<file path="config.mk">
export PLATFORM = sky130hd
export DESIGN_NAME = coin_input_conditioner
export DESIGN_NICKNAME = d
export VERILOG_FILES = /design/src/rtl/coin_input_conditioner.sv
export SDC_FILE = /design/constraint.sdc
export NUM_CORES = 1
export LEC_CHECK = 0
export CORE_ASPECT_RATIO = 0.8
export CORE_MARGIN = 10
export CORE_UTILIZATION = 40
export CTS_CLUSTER_DIAMETER = 150
export DETAILED_ROUTE_END_ITERATION = 6
export GPL_TIMING_DRIVEN = 0
export PLACE_DENSITY = 0.55
export SETUP_SLACK_MARGIN = 0.2
export SYNTH_ARGS = -nofsm -noshare
export SYNTH_HDL_FRONTEND = slang
export SYNTH_SLANG_ARGS = --single-unit
</file>
<file path="constraint.sdc">
create_clock -name clock -period 2.1 [get_ports clock]
set_input_delay 0.42 -clock clock [delete_from_list [all_inputs] [get_ports clock]]
set_output_delay 0.42 -clock clock [all_outputs]
set_load 0.05 [all_outputs]
</file>
<file path="src/rtl/coin_input_conditioner.sv">
// Synchronises and debounces the coin push-buttons and product switches, turning each
// accepted coin press into one coin code held for HOLD_CYCLES clocks, and filtering the switches to legal one-hot codes.
module coin_input_conditioner #(
   parameter logic [23:0] DEBOUNCE_CYCLES = 24'd1000000,
   parameter logic [23:0] HOLD_CYCLES     = 24'h200000
) (
   input  logic       clock,
   input  logic       reset,
   input  logic [2:0] raw_button,
   input  logic [3:0] raw_switch,
   output logic [2:0] button,
   output logic [3:0] switch,
   output logic       busy
);

   localparam logic [23:0] DB_LAST   = DEBOUNCE_CYCLES - 24'd1;
   localparam logic [23:0] HOLD_LAST = HOLD_CYCLES - 24'd1;

   typedef enum logic [1:0] {IDLE, HOLD, GAP, RELEASE} state_t;

   logic [2:0]  btn_meta, btn_sync, btn_cand, btn_stable;
   logic [3:0]  sw_meta, sw_sync, sw_cand, sw_stable;
   logic [23:0] btn_cnt, sw_cnt;

   state_t      state, state_n;
   logic [23:0] t, t_n;
   logic [2:0]  code, code_n, button_n;
   logic        busy_n;

   function automatic logic onehot3(input logic [2:0] v);
      return (v != 3'd0) && ((v & (v - 3'd1)) == 3'd0);
   endfunction

   function automatic logic onehot4(input logic [3:0] v);
      return (v != 4'd0) && ((v & (v - 4'd1)) == 4'd0);
   endfunction

   always_ff @(posedge clock) begin
      if (reset) begin
         btn_meta <= '0;
         btn_sync <= '0;
         sw_meta  <= '0;
         sw_sync  <= '0;
      end else begin
         btn_meta <= raw_button;
         btn_sync <= btn_meta;
         sw_meta  <= raw_switch;
         sw_sync  <= sw_meta;
      end
   end

   // Counter holds at DB_LAST once reached, so a long-stable input never wraps.
   always_ff @(posedge clock) begin
      if (reset) begin
         btn_cand   <= '0;
         btn_cnt    <= '0;
         btn_stable <= '0;
      end else if (btn_sync != btn_cand) begin
         btn_cand <= btn_sync;
         btn_cnt  <= '0;
      end else if (btn_cnt == DB_LAST) begin
         btn_stable <= btn_cand;
      end else begin
         btn_cnt <= btn_cnt + 24'd1;
      end
   end

   always_ff @(posedge clock) begin
      if (reset) begin
         sw_cand   <= '0;
         sw_cnt    <= '0;
         sw_stable <= '0;
      end else if (sw_sync != sw_cand) begin
         sw_cand <= sw_sync;
         sw_cnt  <= '0;
      end else if (sw_cnt == DB_LAST) begin
         sw_stable <= sw_cand;
      end else begin
         sw_cnt <= sw_cnt + 24'd1;
      end
   end

   always_ff @(posedge clock) begin
      if (reset) begin
         switch <= '0;
      end else begin
         switch <= onehot4(sw_stable) ? sw_stable : 4'd0;
      end
   end

   always_ff @(posedge clock) begin
      if (reset) begin
         state  <= IDLE;
         t      <= '0;
         code   <= '0;
         button <= '0;
         busy   <= 1'b0;
      end else begin
         state  <= state_n;
         t      <= t_n;
         code   <= code_n;
         button <= button_n;
         busy   <= busy_n;
      end
   end

   // Outputs are computed as next-state values so button/busy are registered with the state.
   always_comb begin
      state_n  = state;
      t_n      = t;
      code_n   = code;
      button_n = 3'd0;
      case (state)
         IDLE: begin
            if (onehot3(btn_stable)) begin
               code_n   = btn_stable;
               button_n = btn_stable;
               t_n      = '0;
               state_n  = HOLD;
            end else if (btn_stable != 3'd0) begin
               state_n = RELEASE;
            end
         end
         HOLD: begin
            button_n = code;
            if (t == HOLD_LAST) begin
               button_n = 3'd0;
               t_n      = '0;
               state_n  = GAP;
            end else begin
               t_n = t + 24'd1;
            end
         end
         GAP: begin
            if (t == HOLD_LAST) begin
               state_n = RELEASE;
            end else begin
               t_n = t + 24'd1;
            end
         end
         RELEASE: begin
            if (btn_stable == 3'd0) begin
               state_n = IDLE;
            end
         end
         default: state_n = IDLE;
      endcase
      busy_n = (state_n != IDLE);
   end

endmodule

</file>
==> impl_metrics.csv <==
group,metric,value,unit
drt,dr_wl_met3,494,um
timing,slew_headroom,61.3,%
yosys,seq_area_frac_synth,44.9,%
clock_tree,cts_made_buffers,17,
worst_setup_path,max_stage_delay,0.37,ns
timing,tightest_slew,0.576,ns
clock_tree,clkSlewWorstSetupHoldPaths,0.05,ns
floorplan,die_x,145,um
grt,antenna_found_initial,0,
yosys,synth.net_count,590,
yosys,syn-cell-area,5040,sq um
grt,grt_max_degree,17,
clock_tree,ctsHoldBuffers,0,
clock_tree,cts_sinks,113,
timing,worst_slack,0.172,ns
yosys,synth_cell_types,49,
worst_setup_path,critical_path_class,"reg -> reg",
drt,top_layer,"met4",
job,cap_violations,0,
placement,routabilityCongestion,0.783,
power,power.total,5.47,mW
final_layout,utilization,55.4,%
floorplan,rows,36,
floorplan,core,12300,sq um
worst_setup_path,cp.arrival,2.26,ns
placement,dp.cells,759,
timing,hold_violations,0,
drt,drt-met1-wl,5700,um
timing,finalCritPeriodShare,91.8,%
clock_tree,h-tree-depth,4,
floorplan,die_h,120,um
placement,portBuffers,16,
clock_tree,clock_path_buffers,2,
clock_tree,cts_tree,"built",
worst_setup_path,worst-path-buf-inv,4,
drt,first_pass_iters,4,
final_layout,instances_no_fill,834,
worst_setup_path,crit_slowest_cell,"dfxtp_4",
grt,grt.total_usage,13.4,%
timing,period_needed,1.93,ns
drt,wl_met2,5400,um
final_layout,area_growth,34.8,%
timing,setup_viol,0,
clock_tree,root_buffer,"clkbuf_16",
timing,fmaxAchievable,519,MHz
worst_setup_path,cpMostUsedCell,"buf_6",
final_layout,antenna_cells,0,
grt,grt_pass1_wl,19400,um
drt,drt_iter0_markers,254,
worst_setup_path,cp-end-kind,"register",
drt,detail-route-antenna-nets,0,
placement,place_area,5440,sq um
drt,drt_wl_total,11800,um
run_status,status,"finished, final reports clean",
worst_setup_path,path_delay_family,"compound AO/OA/AOI/OAI gates",
floorplan,dieArea,17500,sq um
final_layout,final_area,6790,sq um
floorplan,io_pins,17,
yosys,async_reset_ff_share,0,%
floorplan,start_util,41.1,%
timing,fin_tns_setup,0,ns
timing,finalClockSkew,0.00644,ns
final_layout,drive_above_1_share,24.4,%
yosys,yosys_warnings,0,
timing,whs,0.439,ns
drt,drcViolationCount,0,
grt,overflow,0,
yosys,synth_ff_type,"dfxtp_1",
yosys,synth_edf_count,0,
worst_setup_path,worstPathMaxFanout,6,
yosys,syn_inst,572,
timing,slew_violations,0,
timing,rsz0062_at_grt,"true",
drt,vias,4324,
worst_setup_path,worst_ep_required_time,2.44,ns
power,powerDensity,806,nW/um^2
grt,grt_pass1_vias,4069,
final_layout,fillerInstances,1103,
clock_tree,clk_latency,0.41,ns
placement,dpl.hpwl,7360,um
power,vdd.ir_drop.worst,0.615,mV
placement,pre_cts_slack,-0.321,ns
drt,wl_per_cell,14.1,um
worst_setup_path,worstPathCellList,"inv_4 -> ha_4 -> buf_8 -> a311oi_4 -> buf_6 -> o311ai_4 -> buf_6 -> or3_1 -> a21oi_1",
yosys,synth_seq_cells,113,
min_path,hp-class,"reg -> reg",
worst_setup_path,start_kind,"register",
drt,drt-vias-per-instance,5.18,
yosys,postSynthAreaPerCell,8.81,sq um
final_layout,final_nets,670,
power,p_leak,2.38,nW
-- synthesized netlist by cell type (2+ instances only) --
cell	count	area, sq um
a211oi_1	2	15.0
a21oi_1	28	140
and2_1	8	50.1
and3_1	8	50.1
and4_1	6	52.6
buf_2	7	35.0
clkbuf_1	14	52.6
dfxtp_1	113	2260
ha_1	9	113
inv_1	20	75.1
mux2i_1	12	120
nand2_1	28	105
nand3_1	25	125
nand4_1	24	150
nor2_1	67	251
nor2b_1	22	138
nor3_1	18	90.1
nor4_1	11	68.8
nor4_2	2	25.0
nor4b_1	2	17.5
o211ai_1	2	15.0
o21ai_0	21	105
o21ai_1	3	15.0
o21bai_1	3	22.5
o22a_1	2	17.5
o311ai_1	3	26.3
o31ai_1	12	90.1
or2_2	4	25.0
or3_1	20	125
or4_1	7	52.6
xnor2_1	28	245
xor2_1	24	210
-- path summary, 6_finish.rpt --
kind | endpoint | depth (start not counted) | startpoint | slack, ns
hold reg to reg | sw_sync[1] | 1 | sw_meta[1] | 0.44
hold / removal | sw_sync[1] | 1 | sw_meta[1] | 0.44
setup reg to reg | t[13] | 9 | state[0] | 0.17
setup / recovery | t[13] | 9 | state[0] | 0.17
-- state kept, by name, summed over array words and instances (netlist names) --
register    cells
sw_cnt         24
button          3
btn_meta        3
sw_stable       4
busy            1
sw_sync         4
code            3
sw_meta         4
state           2
sw_cand         4
btn_cand        3
btn_stable      3
t              24
btn_sync        3
switch          4
btn_cnt        24
-- routing by layer --
layer  global-route usage, %  vias up
met5                       0        -
met4                    6.12        0
met3                    4.32       15
met2                    20.5       74
met1                    16.8     2052
li1                        -     2183
-- placed cells by master, fill, tap and decap left out, drive strengths merged, types with 9 or more instances in the layout --
| cell type | count |
|---|---|
| or3 | 20 |
| clkbuf | 34 |
| dfxtp | 113 |
| a21oi | 28 |
| ha | 9 |
| nor2 | 67 |
| mux2i | 12 |
| o31ai | 12 |
| nand4 | 24 |
| nor3 | 19 |
| o21ai | 25 |
| xnor2 | 28 |
| nor4 | 13 |
| nand3 | 26 |
| nor2b | 22 |
| nand2 | 28 |
| inv | 20 |
| xor2 | 24 |
| buf | 54 |
-- worst register-to-register path: cells and delay by family (launching register included) --
| kind | cells | cell delay [ns] |
|---|---|---|
| buffers and inverters | 4 | 0.50 |
| AOI/OAI and AO/OA | 3 | 0.53 |
| adders and majority gates | 1 | 0.16 |
| DFF | 1 | 0.37 |
| and+or+nand+nor | 1 | 0.30 |
-- report_power, final --
part	internal [mW]	total [mW]	switching [mW]
Sequential	2.18	2.20	0.0230
Clock	1.93	2.91	0.974
Combinational	0.170	0.364	0.195
Total	4.28	5.47	1.19
-- cell type report --
| class | count | area (sq um) | area share [%] |
|---|---|---|---|
| inverter | 20 | 80.1 | 1.18 |
| buffer | 23 | 161 | 2.38 |
| multi-input combinational | 416 | 2930 | 43.1 |
| timing repair buffer | 61 | 504 | 7.42 |
| sequential | 113 | 2300 | 33.9 |
| tap | 171 | 214 | 3.15 |
| clock inverter | 10 | 135 | 1.99 |
| clock buffer | 20 | 467 | 6.87 |
-- cells by family after synthesis --
logic type / share of synthesized area, %
compound gates: 10.6
flops: 44.9
buf+inv: 3.60
xor+xnor: 9.04
simple gates: 27.3
fa+ha+maj: 2.24
mux: 2.38
-- repair_timing --
action	in CTS	in global routing
setup buffers	24	16
cloned	4	1
pin swaps	25	25
gates resized for setup	58	64
endpoints found under the hold margin	0	0
setup endpoints to repair	61	54
No activity file was read; power rests on OpenSTA's default activity.
